$ cat src/rtl/lsu_mem_ctrl_pkg.sv
// lsu_mem_ctrl_pkg: op encodings, bus direction constants, FSM states and op decode helpers for the LSU.
package lsu_mem_ctrl_pkg;
    localparam int DataWidth = 32;
    localparam logic WRITE = 1'b1;
    localparam logic READ = 1'b0;
    localparam logic [3:0] LSU_LB = 4'd0, LSU_LBU = 4'd1, LSU_LH = 4'd2, LSU_LHU = 4'd3, LSU_LW = 4'd4;
    localparam logic [3:0] LSU_SB = 4'd5, LSU_SH = 4'd6, LSU_SW = 4'd7, LSU_LL = 4'd8, LSU_SC = 4'd9;
    typedef enum logic [1:0] {IDLE, ACCESS, RESP, FAULT} state_t;
    typedef enum logic [1:0] {SZ_B, SZ_H, SZ_W} size_t;
    function automatic size_t op_size(input logic [3:0] op);
        return (op inside {LSU_LB, LSU_LBU, LSU_SB}) ? SZ_B : (op inside {LSU_LH, LSU_LHU, LSU_SH}) ? SZ_H : SZ_W;
    endfunction
    function automatic logic misaligned(input logic [3:0] op, input logic [1:0] a);
        return op_size(op) == SZ_H ? a[0] : op_size(op) == SZ_W ? |a : 1'b0;
    endfunction
    function automatic logic is_store(input logic [3:0] op);
        return op inside {LSU_SB, LSU_SH, LSU_SW};
    endfunction
    function automatic logic is_load(input logic [3:0] op);
        return op inside {LSU_LB, LSU_LBU, LSU_LH, LSU_LHU, LSU_LW, LSU_LL};
    endfunction
endpackage

$ cat src/rtl/lsu_mem_ctrl_if.sv
// lsu_mem_ctrl_if: pipeline-to-LSU request/done handshake; master is the MEM stage, slave is the LSU.
interface lsu_mem_ctrl_if #(parameter int DATA_W = 32);
    logic req_i;
    logic [3:0] op_i;
    logic [DATA_W-1:0] addr_i;
    logic [DATA_W-1:0] wdata_i;
    logic flush_i;
    logic done_o;
    logic exc_o;
    logic busy_o;
    logic [DATA_W-1:0] rdata_o;
    modport master(output req_i, op_i, addr_i, wdata_i, flush_i, input done_o, exc_o, busy_o, rdata_o);
    modport slave(input req_i, op_i, addr_i, wdata_i, flush_i, output done_o, exc_o, busy_o, rdata_o);
endinterface

$ cat src/rtl/lsu_mem_ctrl_lane_align.sv
// lsu_lane_align: big-endian byte-lane select, store replication and load extract/extend.
module lsu_lane_align
    import lsu_mem_ctrl_pkg::*;
(
    input  logic [3:0]           op,
    input  logic [1:0]           lane,
    input  logic [DataWidth-1:0] wdata,
    input  logic [DataWidth-1:0] rword,
    output logic [3:0]           sel,
    output logic [DataWidth-1:0] wdata_rep,
    output logic [DataWidth-1:0] rdata_ext
);
    size_t sz;
    logic sgn;
    logic [7:0] b;
    logic [15:0] h;
    always_comb begin
        sz = op_size(op);
        sgn = op == LSU_LB || op == LSU_LH;
        // lane 0 is the most significant byte, hence the inverted shift
        b = 8'(rword >> {~lane, 3'b000});
        h = 16'(rword >> {~lane[1], 4'b0000});
        sel = sz == SZ_W ? 4'b1111 : sz == SZ_H ? (lane[1] ? 4'b0011 : 4'b1100) : 4'b1000 >> lane;
        wdata_rep = sz == SZ_B ? {4{wdata[7:0]}} : sz == SZ_H ? {2{wdata[15:0]}} : wdata;
        rdata_ext = sz == SZ_B ? {{24{sgn & b[7]}}, b} : sz == SZ_H ? {{16{sgn & h[15]}}, h} : rword;
    end
endmodule

$ cat src/rtl/lsu_mem_ctrl.sv
// lsu_mem_ctrl: load/store initiator between MEM stage and byte-lane RAM with misalign faults and LL/SC.
module lsu_mem_ctrl
    import lsu_mem_ctrl_pkg::*;
#(
    parameter int DATA_W = DataWidth,
    parameter logic [DATA_W-1:0] RESET_RDATA = '0
) (
    input  logic              clk,
    input  logic              rst,
    lsu_mem_ctrl_if.slave     pipe,
    output logic              ram_en,
    output logic              wr_en,
    output logic [3:0]        Bits_Sel,
    output logic [DATA_W-1:0] ram_addr_o,
    output logic [DATA_W-1:0] data_to_ram,
    input  logic [DATA_W-1:0] data_from_ram
);
    state_t st;
    logic [3:0] op_q;
    logic [DATA_W-1:0] addr_q, wdata_q, wdata_rep, rdata_ext;
    logic [DATA_W-3:0] ll_addr;
    logic [3:0] sel;
    logic llbit, acc, hit, sc_ok, wr;
    lsu_lane_align u_align (
        .op(op_q), .lane(addr_q[1:0]), .wdata(wdata_q), .rword(data_from_ram),
        .sel(sel), .wdata_rep(wdata_rep), .rdata_ext(rdata_ext)
    );
    always_comb begin
        acc = st == ACCESS;
        hit = ll_addr == addr_q[DATA_W-1:2];
        sc_ok = llbit && hit;
        wr = is_store(op_q) || (op_q == LSU_SC && sc_ok);
        ram_en = acc && !pipe.flush_i;
        wr_en = acc && wr ? WRITE : READ;
        Bits_Sel = acc ? sel : 4'b0000;
        ram_addr_o = acc ? {addr_q[DATA_W-1:2], 2'b00} : '0;
        data_to_ram = acc && (is_store(op_q) || op_q == LSU_SC) ? wdata_rep : '0;
        pipe.done_o = st == RESP && !pipe.flush_i;
        pipe.exc_o = st == FAULT && !pipe.flush_i;
        pipe.busy_o = st != IDLE;
    end
    always_ff @(posedge clk) begin
        if (rst) begin
            st <= IDLE;
            op_q <= '0;
            addr_q <= '0;
            wdata_q <= '0;
            llbit <= 1'b0;
            ll_addr <= '0;
            pipe.rdata_o <= RESET_RDATA;
        end else if (pipe.flush_i) begin
            st <= IDLE;
            llbit <= 1'b0;
        end else if (st == IDLE) begin
            if (pipe.req_i) begin
                op_q <= pipe.op_i;
                addr_q <= pipe.addr_i;
                wdata_q <= pipe.wdata_i;
                st <= misaligned(pipe.op_i, pipe.addr_i[1:0]) ? FAULT : ACCESS;
                if (misaligned(pipe.op_i, pipe.addr_i[1:0])) pipe.rdata_o <= RESET_RDATA;
            end
        end else if (acc) begin
            st <= RESP;
            pipe.rdata_o <= is_load(op_q) ? rdata_ext : {{(DATA_W-1){1'b0}}, op_q == LSU_SC && sc_ok};
            // any committed write to the reserved word, including a winning SC, drops the reservation
            if (op_q == LSU_LL) begin
                llbit <= 1'b1;
                ll_addr <= addr_q[DATA_W-1:2];
            end else if (wr && hit) llbit <= 1'b0;
        end else st <= IDLE;
    end
endmodule

$ cat src/flat_wrapper.sv
// flat-port wrapper written by rule: the top's interface ports become plain ports
module lsu_mem_ctrl_flat import lsu_mem_ctrl_pkg::*;
#(
    parameter int DATA_W = DataWidth,
    parameter logic [DATA_W-1:0] RESET_RDATA = '0
)
  (clk, rst, ram_en, wr_en, Bits_Sel, ram_addr_o, data_to_ram, data_from_ram, pipe_req_i, pipe_op_i, pipe_addr_i, pipe_wdata_i, pipe_flush_i, pipe_done_o, pipe_exc_o, pipe_busy_o, pipe_rdata_o);
  lsu_mem_ctrl_if #(.DATA_W(DATA_W)) pipe_i ();
  input  logic clk;
  input  logic rst;
  output logic ram_en;
  output logic wr_en;
  output logic [3:0] Bits_Sel;
  output logic [DATA_W-1:0] ram_addr_o;
  output logic [DATA_W-1:0] data_to_ram;
  input  logic [DATA_W-1:0] data_from_ram;
  input wire logic [$bits(pipe_i.req_i)-1:0] pipe_req_i;
  input wire logic [$bits(pipe_i.op_i)-1:0] pipe_op_i;
  input wire logic [$bits(pipe_i.addr_i)-1:0] pipe_addr_i;
  input wire logic [$bits(pipe_i.wdata_i)-1:0] pipe_wdata_i;
  input wire logic [$bits(pipe_i.flush_i)-1:0] pipe_flush_i;
  output wire logic [$bits(pipe_i.done_o)-1:0] pipe_done_o;
  output wire logic [$bits(pipe_i.exc_o)-1:0] pipe_exc_o;
  output wire logic [$bits(pipe_i.busy_o)-1:0] pipe_busy_o;
  output wire logic [$bits(pipe_i.rdata_o)-1:0] pipe_rdata_o;
  assign pipe_i.req_i = pipe_req_i;
  assign pipe_i.op_i = pipe_op_i;
  assign pipe_i.addr_i = pipe_addr_i;
  assign pipe_i.wdata_i = pipe_wdata_i;
  assign pipe_i.flush_i = pipe_flush_i;
  assign pipe_done_o = pipe_i.done_o;
  assign pipe_exc_o = pipe_i.exc_o;
  assign pipe_busy_o = pipe_i.busy_o;
  assign pipe_rdata_o = pipe_i.rdata_o;
  lsu_mem_ctrl #(.DATA_W(DATA_W), .RESET_RDATA(RESET_RDATA)) u_core (.clk(clk), .rst(rst), .pipe(pipe_i), .ram_en(ram_en), .wr_en(wr_en), .Bits_Sel(Bits_Sel), .ram_addr_o(ram_addr_o), .data_to_ram(data_to_ram), .data_from_ram(data_from_ram));
endmodule
$ cat config.mk
export PLATFORM = sky130hd
export DESIGN_NAME = lsu_mem_ctrl_flat
export DESIGN_NICKNAME = d
export VERILOG_FILES = /design/src/rtl/lsu_mem_ctrl_pkg.sv /design/src/rtl/lsu_mem_ctrl_if.sv /design/src/rtl/lsu_mem_ctrl_lane_align.sv /design/src/rtl/lsu_mem_ctrl.sv /design/src/flat_wrapper.sv
export SDC_FILE = /design/constraint.sdc
export NUM_CORES = 1
export LEC_CHECK = 0
export ABC_AREA = 0
export CORE_MARGIN = 2
export CORE_UTILIZATION = 42
export DETAILED_ROUTE_END_ITERATION = 7
export PLACE_DENSITY = 0.78
export SYNTH_ARGS = -nofsm -noshare
export SYNTH_HDL_FRONTEND = slang
export SYNTH_SLANG_ARGS = --single-unit
$ cat constraint.sdc
create_clock -name clk -period 1.7 [get_ports clk]
set_input_delay 0.17 -clock clk [delete_from_list [all_inputs] [get_ports clk]]
set_output_delay 0.17 -clock clk [all_outputs]
set_load 0.02 [all_outputs]
# [After elaboration in Yosys (flattened, before gate mapping)]
# Index checks and enable logic that the tools add are counted.
[word_totals] reg_bits=133 latch_bits=0 mem_bits_rw=0 rom_bits=0 output_inout_bits=105 wordCells=99 memories=0
[classes] n_addsub=0 multipliers=0 div_mod_pow=0 n_lt_le_gt_ge=0 eq_ne=24 n_shift=3 muxes=28 n_bitwise=6 reduce_logical=31
[ops] op="two-way mux 32 bit" count=11
[ops] op="right shift 32 x 5 -> 16 bit" count=1
[ops] op="right shift 32 x 5 -> 8 bit" count=1
[ops] op="equality test 30 bit" count=1
[ops] op="equality test 4 x 3 -> 1 bit, second input constant" count=6
[ops] op="equality test 4 x 2 -> 1 bit, second input constant" count=4
[ops] op="two-way mux 2 bit" count=8
[ops] op="two-way mux 4 bit" count=4
[ops] op="nonzero test 3 bit" count=5
[ops] op="equality test 2 bit, second input constant" count=4
[ops] op="equality test 4 x 1 -> 1 bit, second input constant" count=2
[ops] op="equality test 4 bit, second input constant" count=2
[ops] op="logical AND 1 bit" count=8
[ops] op="zero test 4 bit" count=2
[ops] op="AND reduction 4 bit" count=2
[ops] op="equality test 2 x 1 -> 1 bit, second input constant" count=3
[ops] op="AND reduction 3 bit" count=2
[ops] op="nonzero test 2 bit" count=3
[ops] op="nonzero test 6 bit" count=1
[ops] op="two-way mux 1 bit" count=5
[ops] op="zero test 2 bit" count=2
[ops] op="!= test 2 bit, second input constant" count=2
[ops] op="OR reduction 2 bit" count=2
[ops] op="right shift 4 x 2 -> 4 bit, first input constant" count=1
[ops] op="other kinds (5)" count=10

# [Depth between registers and ports, before layout]
# Gate-level depths: netlist (run 1).
[depth] depth_word=10 depth_mapped=7 depth_no_buf=5

# [Cells and area by module]
# A second synthesis (run 1) with hierarchy kept.
[hier_totals] cells_unflattened=843 area_unflattened_um2=6801.5
[by_module_without_submodules] mod="lsu_mem_ctrl" instances=1 cells_per_inst=652 area_each_um2=5382.7
[by_module_without_submodules] mod="lsu_lane_align" instances=1 cells_per_inst=191 area_each_um2=1418.9

# [Worst setup path after synthesis (run 1)]
# Ideal clock, no wire load.
[synth_timing] path_kind="register to output" start="register u_core.op_q[0]" end="output port Bits_Sel[0]" t_arrival_ns=1.624 required_time_ns=1.530 path_slack_ns=-0.094 path_stages_with_launch=7 path_buffers=2 cell_sequence="dfxtp_1 buf_4 and2_4 nor2_2 clkbuf_1 o21ai_0 a21oi_1"
[synth_via] elab_chain_len=8 elab_cells_between_ends=15 classes_between="eq/ne: 7; mux: 5; reduce/logical: 3"
[synth_rtl] element="start, declared" line="lsu_mem_ctrl.sv:19" rtl="logic [3:0] op_q;"
[synth_rtl] element="start signal, assigned" line="lsu_mem_ctrl.sv:56" rtl="op_q <= pipe.op_i;"
[synth_rtl] element="equality test 4 x 2 -> 1 bit / equality test 4 x 3 -> 1 bit (equally long branches)" line="lsu_mem_ctrl_pkg.sv:11" rtl="return (op inside {LSU_LB, LSU_LBU, LSU_SB}) ? SZ_B : (op inside {LSU_LH, LSU_LHU, LSU_SH}) ? SZ_H : SZ_W;"
[synth_rtl] element="nonzero test 3 bit" line="lsu_mem_ctrl_pkg.sv:11"
[synth_rtl] element="two-way mux 2 bit" line="lsu_mem_ctrl_pkg.sv:11"
[synth_rtl] element="two-way mux 2 bit *" line="lsu_mem_ctrl_pkg.sv:11"
[synth_rtl] element="equality test 2 x 1 -> 1 bit" line="lsu_mem_ctrl_lane_align.sv:23" rtl="sel = sz == SZ_W ? 4'b1111 : sz == SZ_H ? (lane[1] ? 4'b0011 : 4'b1100) : 4'b1000 >> lane;"
[synth_rtl] element="two-way mux 4 bit" line="lsu_mem_ctrl_lane_align.sv:23"
[synth_rtl] element="two-way mux 4 bit *" line="lsu_mem_ctrl_lane_align.sv:23"
[synth_rtl] element="two-way mux 4 bit *" line="lsu_mem_ctrl.sv:35" rtl="Bits_Sel = acc ? sel : 4'b0000;"
[synth_rtl] element="end, declared" line="flat_wrapper.sv:13" rtl="output logic [3:0] Bits_Sel;"
# Every way passes the cells marked *; elsewhere a longest branch is shown, timed or not.

# [Worst setup path in the final report (run 1)]
[layout_timing] start="register u_core.ll_addr[17]" end="output port wr_en"
[layout_via] elab_chain_len=6
[layout_rtl] element="start, declared" line="lsu_mem_ctrl.sv:21" rtl="logic [DATA_W-3:0] ll_addr;"
[layout_rtl] element="start signal, assigned" line="lsu_mem_ctrl.sv:68" rtl="ll_addr <= addr_q[DATA_W-1:2];"
[layout_rtl] element="equality test 30 bit" line="lsu_mem_ctrl.sv:30" rtl="hit = ll_addr == addr_q[DATA_W-1:2];"
[layout_rtl] element="logical AND 1 bit" line="lsu_mem_ctrl.sv:31" rtl="sc_ok = llbit && hit;"
[layout_rtl] element="logical AND 1 bit" line="lsu_mem_ctrl.sv:32" rtl="wr = is_store(op_q) || (op_q == LSU_SC && sc_ok);"
[layout_rtl] element="logical OR 1 bit" line="lsu_mem_ctrl.sv:32"
[layout_rtl] element="logical AND 1 bit" line="lsu_mem_ctrl.sv:34" rtl="wr_en = acc && wr ? WRITE : READ;"
[layout_rtl] element="two-way mux 1 bit" line="lsu_mem_ctrl.sv:34"
[layout_rtl] element="end, declared" line="flat_wrapper.sv:12" rtl="output logic wr_en;"
# Every way passes these cells.

==> key figures, run 1 <==
Cells and area
  – ANT cells: 0
  – Fin cells: 1353
  – Filler cell count: 1023
  – Nets: 1256
  – Register area: 2690 sq um
  – Post-route cell area: 11300 sq um
  – Area of the multi-input gates: 3980 sq um
  – Core Util, Final: 74.4%
  – Share of cells above drive strength 1: 33.7%
  – Synthesis-to-layout area growth: 73.7%

Route
  – Detail Route Antenna Nets: 0
  – Vias/cell: 5.59
  – Routed Wire Length: 25900 um
  – Via count: 7569
  – Avg WL per Cell: 19.2 um
  – Starting DRT DRC Count: 769
  – Pre-Repair DR Iteration Count: 8
  – DRC violations left: 0

Pwr
  – Clk pwr share: 42.7%
  – Leak Pwr: 4.32 nW
  – Worst VDD drop: 0.759 mV
  – Combinational share of power: 18.5%
  – P_int: 6.14 mW
  – P per Cell Area: 757 nW/um^2
  – Switch share: 28.0%
  – Net switching power figure: 2.39 mW
  – Part of the power in registers: 38.7%
  – Power Total: 8.53 mW

Logic synthesis
  – Gate count of the mapped netlist: 835
  – Yosys reg bits: 133
  – Post-synth top flop: dfxtp_1
  – Synth top area cells: dfxtp_1 41%, nand2_1 15%, a21oi_1 9.3%
  – Mean Syn Cell Area: 7.77 sq um
  – Syn. warnings: 0
  – Synth cell types: 55
  – Mapped Area: 6490 sq um
  – EDFF count, synth: 0
  – Cell taking the most area after synthesis: dfxtp_1
  – Share of flip-flops with an asynchronous set or reset: 0%
  – Sequential-to-total area share from yosys stat: 41.0%
  – Yosys top cell area share: 41.0%

Worst setup path
  – R2R depth: 8
  – CP Max Fanout: 2
  – Worst setup EP type: output port
  – Worst path max stage delay: 340 ps
  – Cell Chain, Critical Path: xnor2_2 -> nand4_1 -> nor4_2 -> buf_4 -> nand4_1 -> a21oi_2 -> buf_4
  – Startpoint types: register
  – Capture point of the worst reg-to-reg path: u_core.pipe.rdata_o[29]
  – Worst r2r src: u_core.st[0]
  – CP Depth: 7
  – Flop2flop setup slack: -220 ps
  – Worst endpoint required time: 1530 ps
  – Crit path DAT: 2020 ps
  – CP delay by family, top: simple AND/OR/NAND/NOR gates
  – Worst path slowest cell: dfxtp_2
  – Buf/Inv on CP: 2
  – CP Class: reg -> out

Clock network
  – Clock buffer depth: 2
  – H-tree depth: 4
  – CTS tree: yes
  – CTS Sinks: 133
  – Worst-skew pair later-pin latency: 420 ps
  – CTS Buf Count: 17
  – Root buf cell: clkbuf_16
  – Worst-path clk slew: 60 ps
  – Hold_buf cts: 0

Placed design
  – Routability cong.: 0.858
  – DP Area: 9530 sq um
  – Pre-CTS setup slack: -570 ps
  – Port buffer count: 206
  – Number of instances in the placed design: 1273
  – DP HPWL: 15100 um

GRT
  – GRT Overall Usage: 29.6%
  – Met2 GRT Util: 50.5%
  – GRT busiest layer: met2
  – Largest net degree at the start of global routing: 103
  – Number of global-route vias before repair: 7400
  – Grt met3 use: 7.76%
  – First-pass GRT wire length: 38200 um
  – GRT Residual Overflow: 0
  – Initial antenna violation count: 0
  – Met1 usage: 34.6%

Status
  – Status: complete, but fails checks
  – Violated checks: setup timing

Floorplan
  – Die width: 128 um
  – Chip Height: 128 um
  – Starting Density: 42.9%
  – Die ar.: 16500 sq um
  – Rows: 45
  – Core ar.: 15100 sq um
  – I/O pins: 209

Worst hold path
  – Hold Path Class: in -> reg
  – Hold path startpoint: rst
  – Hold EP: u_core.pipe.rdata_o[0]
  – Worst hold stages: 3

Timing
  – Clk_skew: 6.95 ps
  – Final worst path period need: 2190 ps
  – PnR worst setup slack: -488 ps
  – Max-slew violations: 0
  – Final worst-path cycle share: 129%
  – Setup-failing EPs final: 95
  – Final Hold Viols: 0
  – RSZ-0062 raised after global routing: true
  – Max Clock Freq: 457 MHz

Job
  – Max-Cap Viols: 0
==> cell families (layout without fill, tap and decap cells) <==
| family | after synthesis | in the layout | share of synthesized area, % |
|---|---|---|---|
| flops | 133 | 133 | 41.0 |
| simple gates | 367 | 367 | 24.8 |
| other cells | 1 | 2 | 0.0578 |
| fa+ha+maj | 1 | 1 | 0.154 |
| buf+inv | 74 | 403 | 5.57 |
| compound gates | 206 | 206 | 19.3 |
| xor+xnor | 30 | 30 | 4.05 |
| mux | 23 | 23 | 5.09 |
==> cells in the final DEF (no fill, tap or decap), drive strengths merged, types with 17 or more instances in the layout <==
master | Yosys | routed
nand2 | 252 | 252
buf | 27 | 221
clkdlybuf4s50 | 0 | 134
dfxtp | 133 | 133
a21oi | 122 | 122
nor2 | 45 | 45
and2 | 34 | 34
o21ai | 31 | 31
a22o | 29 | 29
xnor2 | 28 | 28
clkbuf | 37 | 23
inv | 10 | 17
==> worst max path at each step <==
stage          slack [ps]               start         endpoint
2_1_floorplan         -70      u_core.op_q[0]   data_to_ram[9]
3_3_place_gp         -590    u_core.addr_q[5]            wr_en
3_5_place_dp         -570    u_core.addr_q[5]            wr_en
4_1_cts              -510      u_core.op_q[1]  data_to_ram[27]
5_1_grt              -580  u_core.ll_addr[17]            wr_en
6_report             -490  u_core.ll_addr[17]            wr_en
==> timing repair <==
action                                  4_1_cts  5_1_grt
setup buffers                                31       13
endpoints found under the setup margin      102      120
pin swaps                                    46       64
gates resized for setup                     431      157
cloned                                       10        4
==> area by class of cell <==
type                       count  area share [%]
clock buffer                  19            3.93
clock inverter                13            1.22
inverter                      10           0.333
multi-input combinational    629            35.3
sequential                   133            23.9
tap                          188            2.09
timing repair buffer         361            33.3
==> worst register-to-register path: stages (launching register included) <==
cell and delay, ps:
dfxtp_2 320, nor2b_4 130, buf_6 110, buf_6 110
a2111o_1 460, a31oi_4 240, buf_6 160, buf_16 140
a22o_1 180
==> metal layers <==
layer | vias up | part of all wire [%]
li1 | 3470 | -
met1 | 3540 | 36
met2 | 451 | 49
met3 | 108 | 9.6
met4 | 0 | 4.8
met5 | - | 0
==> power groups by stage <==
stage                     clock, mW  combinational [mW]  sequential, mW
after CTS                      3.65                1.48            3.29
after detailed placement          0                1.30            3.36
final                          3.65                1.58            3.30
after global placement            0                1.28            3.36
after global routing           3.81                1.68            3.31
after floorplan                   0               0.579            3.37
==> flip-flops by register name (all words and copies together), names as in the netlist <==
register and flops:
u_core.addr_q 32, u_core.ll_addr 30, u_core.llbit 1, u_core.op_q 4, u_core.pipe.rdata_o 32, u_core.st 2
u_core.wdata_q 32
==> cell usage after synthesis, types with 2 or more instances <==
cell type / number
nand2b_1: 3
nor3_1: 4
and2_1: 33
a222oi_1: 8
xnor2_1: 28
buf_2: 16
a22o_1: 29
inv_1: 10
buf_4: 5
mux4_2: 8
xor2_1: 2
nor2_1: 43
a21o_1: 4
or2_2: 2
nor3b_1: 5
nand2_1: 252
nand4_1: 8
o21ai_1: 4
clkbuf_1: 37
mux2i_1: 15
nor2_2: 2
buf_6: 6
nor4_1: 2
o21ai_0: 26
a21oi_1: 121
dfxtp_1: 133
==> through the flow <==
stage / hold WS (ps) / setup TNS, ps
finish: 110 / -20070
global route: 110 / -24970
CTS: 98.9 / -20760
detailed placement: 437 / -30350
global placement: 430 / -28980
floorplan: 306 / -81.1
No activity file was read; power rests on OpenSTA's default activity.
==> run 2: changes to the inputs <==
--- a/config.mk
+++ b/config.mk
@@ -9,5 +9,6 @@
 export CORE_MARGIN = 2
-export CORE_UTILIZATION = 42
+export CORE_UTILIZATION = 45
 export DETAILED_ROUTE_END_ITERATION = 7
-export PLACE_DENSITY = 0.78
+export DONT_BUFFER_PORTS = 1
+export PLACE_DENSITY = 0.63
 export SYNTH_ARGS = -nofsm -noshare
==> constraint.sdc (replaced) <==
create_clock -name clk -period 1.7 [get_ports clk]
set_input_delay 0.255 -clock clk [delete_from_list [all_inputs] [get_ports clk]]
set_output_delay 0.255 -clock clk [all_outputs]
set_load 0.02 [all_outputs]
==> key figures, run 2 (synthesized netlist as in run 1, its figures left out) <==
Placed design
  – Port buffer count: 0 (was 206)
  – DP Area: 7370 sq um (was 9530 sq um)
  – Pre-CTS setup slack: -148 ps (was -570 ps)
  – DP HPWL: 13700 um (was 15100 um)
  – Routability cong.: 0.816 (was 0.858)

Cells and area
  – Commonest non-fill, non-tap cell in the layout: nand2_1 (unchanged)
  – Top flop regs: u_core.addr_q: 32 flops, u_core.pipe.rdata_o: 32 flops, u_core.wdata_q: 32 flops (unchanged)
  – Register area: 2680 sq um (was 2690 sq um)
  – Synthesis-to-layout area growth: 37.3% (was 73.7%)
  – Post-route cell area: 8910 sq um (was 11300 sq um)
  – Most frequent cells in the layout: 242 x nand2_1, 122 x dfxtp_1, 93 x a21oi_1 (was 246 x nand2_1, 134 x clkdlybuf4s50_1, 119 x dfxtp_1)
  – Area of the multi-input gates: 4070 sq um (was 3980 sq um)
  – Filler cell count: 1138 (was 1023)
  – ANT cells: 0 (unchanged)
  – Nets: 1010 (was 1256)
  – Share of cells above drive strength 1: 30.5% (was 33.7%)

Worst setup path
  – Flop2flop setup slack: -110 ps (was -220 ps)
  – Beginning of the critical path: u_core.addr_q[19] (was u_core.ll_addr[17])
  – Crit path capture: wr_en (unchanged)
  – Buf/Inv on CP: 2 (unchanged)
  – CP Class: reg -> out (unchanged)
  – Worst r2r src: u_core.st[0] (unchanged)
  – Cell Chain, Critical Path: xnor2_1 -> nand4_1 -> nor4_2 -> buf_4 -> nand4_1 -> a21oi_1 -> buf_4 (was xnor2_2 -> nand4_1 -> nor4_2 -> buf_4 -> nand4_1 -> a21oi_2 -> buf_4)
  – Worst endpoint required time: 1440 ps (was 1530 ps)
  – CP Depth: 7 (unchanged)
  – Worst setup EP type: output port (unchanged)
  – Worst path slowest cell: dfxtp_1 (was dfxtp_2)
  – Crit path DAT: 2020 ps (about the same)
  – Startpoint types: register (unchanged)
  – Capture point of the worst reg-to-reg path: u_core.pipe.rdata_o[3] (was u_core.pipe.rdata_o[29])
  – R2R depth: 6 (was 8)
  – Worst path max stage delay: 320 ps (was 340 ps)
  – CP Max Fanout: 2 (unchanged)
  – CP delay by family, top: simple AND/OR/NAND/NOR gates (unchanged)

Route
  – Met3 Wirelength: 2060 um (was 2480 um)
  – WL met2: 10600 um (was 12800 um)
  – Vias/cell: 5.77 (was 5.59)
  – WL met1: 8570 um (was 9430 um)
  – Top layer in use: met4 (unchanged)
  – Starting DRT DRC Count: 498 (was 769)
  – Routed Wire Length: 21800 um (was 25900 um)
  – Pre-Repair DR Iteration Count: 8 (unchanged)
  – Via count: 6334 (was 7569)
  – Avg WL per Cell: 19.9 um (was 19.2 um)
  – Detail Route Antenna Nets: 0 (unchanged)
  – DRC violations left: 0 (unchanged)

Status
  – Status: complete, but fails checks (unchanged)
  – Violated checks: hold timing, setup timing (was setup timing)

Clock network
  – CTS Buf Count: 17 (unchanged)
  – CTS Sinks: 133 (unchanged)
  – CTS tree: yes (unchanged)
  – Worst-path clk slew: 60 ps (about the same)
  – H-tree depth: 4 (unchanged)
  – Hold_buf cts: 1 (was 0)
  – Root buf cell: clkbuf_16 (unchanged)
  – Worst-skew pair later-pin latency: 420 ps (about the same)
  – Clock buffer depth: 2 (unchanged)

Floorplan
  – Core ar.: 14000 sq um (was 15100 sq um)
  – I/O pins: 209 (unchanged)
  – Rows: 43 (was 45)
  – Die width: 124 um (was 128 um)
  – Starting Density: 46.4% (was 42.9%)
  – Chip Height: 124 um (was 128 um)
  – Die ar.: 15400 sq um (was 16500 sq um)

Pwr
  – Leak Pwr: 3.18 nW (was 4.32 nW)
  – Power Total: 7.94 mW (was 8.53 mW)
  – Worst VDD drop: 0.689 mV (was 0.759 mV)
  – P per Cell Area: 891 nW/um^2 (was 757 nW/um^2)

Timing
  – PnR worst setup slack: -572 ps (was -488 ps)
  – Worst rel slew slack: 65.8%
  – Hold Slack: -109 ps (was 110 ps)
  – RSZ-0062 raised after global routing: true (unchanged)
  – Final worst path period need: 2270 ps (was 2190 ps)
  – Worst Tran Pin Value: 513 ps
  – Max Clock Freq: 440 MHz (was 457 MHz)
  – Setup TNS Final: -18220 ps (was -20070 ps)
  – Setup-failing EPs final: 83 (was 95)
  – Max-slew violations: 0 (unchanged)
  – Final worst-path cycle share: 134% (was 129%)
  – Clk_skew: 7.30 ps (was 6.95 ps)
  – Final Hold Viols: 99 (was 0)

GRT
  – Largest net degree at the start of global routing: 104 (was 103)
  – GRT Residual Overflow: 0 (unchanged)
  – GRT Overall Usage: 26.2% (was 29.6%)
  – Initial antenna violation count: 1 (was 0)
  – First-pass GRT wire length: 30900 um (was 38200 um)
  – Number of global-route vias before repair: 6023 (was 7400)

Worst hold path
  – Hold Path Class: in -> reg (unchanged)

Job
  – Max-Cap Viols: 0 (unchanged)
## run 2: cell count changes in the layout (fill, tap and decap cells not counted), sizes merged
| cell | previous run | this run |
|---|---|---|
| clkdlybuf4s50 | 134 | 0 |
| buf | 221 | 108 |
| inv | 17 | 10 |
| clkbuf | 23 | 27 |
| clkinvlp | 1 | 3 |
| dlygate4sd2 | 2 | 0 |
| a21o | 4 | 5 |
| bufinv | 1 | 2 |
| dlygate4sd3 | 0 | 1 |
## run 2: worst min path at each step
stage / startpoint / endpoint / cells after the start
4_1_cts: rst / u_core.addr_q[23] / 1
3_5_place_dp: rst / u_core.addr_q[19] / 1
6_report: rst / u_core.addr_q[23] / 1
2_1_floorplan: pipe_wdata_i[16] / u_core.wdata_q[16] / 2
5_1_grt: rst / u_core.ll_addr[12] / 1
3_3_place_gp: rst / u_core.addr_q[19] / 1
## run 2: repair_timing
item / CTS / global route
gates resized for setup: 146 / 54
pin swaps: 20 / 52
buffers inserted: 8 / 6
endpoints found under the setup margin: 100 / 129
gates cloned: 5 / 7
endpoints found under the hold margin: 100 / 99
## run 2: final cells by class
cell class / count / area share, %
Multi-Input combinational cell: 630 / 45.6
Sequential cell: 133 / 30.1
Timing Repair Buffer: 114 / 14.8
Clock buffer: 22 / 5.32
Tap cell: 180 / 2.53
Clock inverter: 9 / 1.15
Inverter: 10 / 0.421
## run 2: per-layer routing
layer,GRT usage [%],up-vias
li1,-,2969
met1,31.9,3020
met2,42.6,296
met3,8.42,49
met4,11.2,0
met5,0,-
## run 2: stage by stage
stage | std cells | hold slack (ps) | util [%]
after floorplan | 836 | 391 | -
after global placement | 1041 | 331 | 52.7
after detailed placement | 1041 | 333 | 52.7
after CTS | 1086 | -119 | 61.0
after global routing | 1098 | -118 | 63.7
final | 1098 | -109 | 63.7
## run 2: worst register-to-register path, cell delays in order (launching register included)
cell	delay (ps)
dfxtp_2	320
nor2b_4	140
buf_8	150
a2111o_1	450
a31oi_4	330
clkbuf_16	230
a22o_1	140
## run 2: where the power goes
| group | internal (mW) | switching, mW |
|---|---|---|
| sequential | 3.22 | 0.112 |
| combinational | 0.454 | 0.546 |
| clock | 2.25 | 1.36 |
| total | 5.92 | 2.02 |
==> run 3: changes to the inputs <==
--- a/config.mk
+++ b/config.mk
@@ -8,2 +8,3 @@
 export ABC_AREA = 0
+export CORE_ASPECT_RATIO = 0.75
 export CORE_MARGIN = 2
==> constraint.sdc (replaced) <==
create_clock -name clk -period 1.7 [get_ports clk]
set_input_delay 0.34 -clock clk [delete_from_list [all_inputs] [get_ports clk]]
set_output_delay 0.34 -clock clk [all_outputs]
set_load 0.02 [all_outputs]
==> key figures, run 3 (synthesized netlist as in run 1, its figures left out) <==
Worst setup path
  – CP Max Fanout: 2 (unchanged)
  – Buf/Inv on CP: 1 (was 2)
  – Crit path DAT: 1940 ps (was 2020 ps)
  – Most frequent CP cell: nand4_1
  – Worst r2r src: u_core.op_q[0] (was u_core.st[0])
  – Startpoint types: register (unchanged)
  – Worst path max stage delay: 330 ps (was 320 ps)
  – Beginning of the critical path: u_core.ll_addr[29] (was u_core.addr_q[19])
  – Worst path slowest cell: dfxtp_2 (was dfxtp_1)
  – Cell Chain, Critical Path: xnor2_2 -> nand4_1 -> nor4_2 -> nand4_1 -> a21oi_2 -> buf_6 (was xnor2_1 -> nand4_1 -> nor4_2 -> buf_4 -> nand4_1 -> a21oi_1 -> buf_4)
  – CP delay by family, top: simple AND/OR/NAND/NOR gates (unchanged)
  – Worst setup EP type: output port (unchanged)
  – Worst endpoint required time: 1360 ps (was 1440 ps)
  – CP Class: reg -> out (unchanged)

Floorplan
  – Core ar.: 13900 sq um (was 14000 sq um)
  – Die ar.: 15400 sq um (about the same)
  – Starting Density: 46.7% (was 46.4%)
  – Rows: 37 (was 43)
  – I/O pins: 209 (unchanged)
  – Die width: 143 um (was 124 um)
  – Chip Height: 108 um (was 124 um)

Cells and area
  – ANT cells: 0 (unchanged)
  – Area of the multi-input gates: 4170 sq um (was 4070 sq um)
  – Nets: 1035 (was 1010)
  – Core Util, Final: 67.2% (was 63.7%)
  – Filler cell count: 1059 (was 1138)
  – Register area: 2700 sq um (was 2680 sq um)
  – Synthesis-to-layout area growth: 43.9% (was 37.3%)
  – Share of cells above drive strength 1: 33.7% (was 30.5%)
  – Commonest non-fill, non-tap cell in the layout: nand2_1 (unchanged)
  – Most frequent cells in the layout: 245 x nand2_1, 115 x dfxtp_1, 98 x a21oi_1 (was 242 x nand2_1, 122 x dfxtp_1, 93 x a21oi_1)
  – Top flop regs: u_core.addr_q: 32 flops, u_core.pipe.rdata_o: 32 flops, u_core.wdata_q: 32 flops (unchanged)

Placed design
  – Routability cong.: 0.912 (was 0.816)
  – Pre-CTS setup slack: -185 ps (was -148 ps)
  – DP HPWL: 13900 um (was 13700 um)
  – Port buffer count: 0 (unchanged)

Route
  – DRC violations left: 3 (was 0)
  – Vias/cell: 5.93 (was 5.77)
  – Avg WL per Cell: 21.1 um (was 19.9 um)
  – Pre-Repair DR Iteration Count: 8 (unchanged)
  – Routed Wire Length: 23600 um (was 21800 um)
  – Starting DRT DRC Count: 654 (was 498)
  – Detail Route Antenna Nets: 0 (unchanged)
  – Via count: 6633 (was 6334)

Timing
  – Max-slew violations: 0 (unchanged)
  – Final worst path period need: 2280 ps (was 2270 ps)
  – Final worst-path cycle share: 134% (about the same)
  – Setup-failing EPs final: 95 (was 83)
  – Final Hold Viols: 0 (was 99)
  – PnR worst setup slack: -577 ps (was -572 ps)
  – Worst Tran Pin Value: 573 ps (was 513 ps)
  – Clk_skew: 9.23 ps (was 7.30 ps)
  – Max Clock Freq: 439 MHz (was 440 MHz)
  – RSZ-0062 raised after global routing: true (unchanged)
  – Worst rel slew slack: 61.7% (was 65.8%)

Clock network
  – Worst-skew pair later-pin latency: 430 ps (was 420 ps)
  – CTS tree: yes (unchanged)
  – H-tree depth: 4 (unchanged)
  – Clock buffer depth: 2 (unchanged)
  – CTS Buf Count: 17 (unchanged)
  – Worst-path clk slew: 60 ps (about the same)
  – Root buf cell: clkbuf_16 (unchanged)
  – CTS Sinks: 133 (unchanged)

Pwr
  – Leak Pwr: 3.35 nW (was 3.18 nW)
  – Worst VDD drop: 0.787 mV (was 0.689 mV)
  – P per Cell Area: 918 nW/um^2 (was 891 nW/um^2)

Status
  – Violated checks: DRC, setup timing (was hold timing, setup timing)
  – Status: complete, but fails checks (unchanged)

GRT
  – First-pass GRT wire length: 33800 um (was 30900 um)
  – GRT Residual Overflow: 0 (unchanged)
  – Initial antenna violation count: 0 (was 1)
  – Largest net degree at the start of global routing: 104 (unchanged)
  – Number of global-route vias before repair: 6290 (was 6023)
  – GRT Overall Usage: 28.5% (was 26.2%)

Worst hold path
  – Hold path startpoint: pipe_addr_i[26] (was rst)
  – Hold Path Class: in -> reg (unchanged)

Job
  – Max-Cap Viols: 0 (unchanged)
-- run 3: cell count changes in the layout (fill, tap and decap cells not counted), sizes merged --
cell / delta
bufinv: +2
clkinv: -2
inv: +1
buf: +26
clkbuf: -2
nor2: +1
-- run 3: path summary, 6_finish.rpt --
path | endpoint | slack, ps | depth (start not counted)
setup / recovery | wr_en | -580 | 6
hold / removal | u_core.addr_q[26] | 50 | 2
setup reg to reg | u_core.pipe.rdata_o[13] | -220 | 9
hold reg to reg | u_core.wdata_q[18] | 460 | 2
-- run 3: final cells by class --
class,instances,area share (%)
clock buffer,22,5.19
multi-input combinational,631,44.7
tap,175,2.35
clock inverter,10,1.81
sequential,133,28.9
timing repair buffer,138,16.7
inverter,10,0.402
-- run 3: worst reg2reg max path, cell delays in order (launching register included) --
cell,delay [ps]
dfxtp_4,360
buf_6,130
and2_4,160
buf_6,120
nor3_4,220
buf_6,160
buf_16,130
mux2i_2,250
nand2_1,80
a22o_1,200
-- run 3: stage by stage --
stage / hold WS (ps) / power, mW / TNS [ps] / area (sq um) / std cells
floorplan: 436 / 3.98 / -106 / 6800 / 836
global placement: 417 / 4.22 / -2230 / 7440 / 1034
detailed placement: 416 / 4.25 / -2440 / 7440 / 1034
CTS: -31.4 / 8.43 / -25750 / 8930 / 1106
global route: 30.5 / 8.86 / -32170 / 9340 / 1119
finish: 48.0 / 8.57 / -27950 / 9340 / 1119
-- run 3: timing repair --
action / CTS / global route
buffers inserted: 32 / 21
hold endpoints to repair: 97 / 65
cloned: 11 / 5
pin swaps: 68 / 39
setup endpoints to repair: 80 / 149
resized for setup: 142 / 86
-- run 3: where the power goes --
| part | switching, mW | internal (mW) |
|---|---|---|
| clock | 1.43 | 2.62 |
| combinational | 0.651 | 0.547 |
| sequential | 0.111 | 3.21 |
-- run 3: routing by layer --
| metal | track usage (%) | vias up | wire length, um |
|---|---|---|---|
| li1 | - | 3022 | - |
| met3 | 9.12 | 63 | 2220 |
| met5 | 0 | - | 0 |
| met4 | 11.0 | 0 | 726 |
| met2 | 42.9 | 368 | 10800 |
| met1 | 38.2 | 3180 | 9810 |
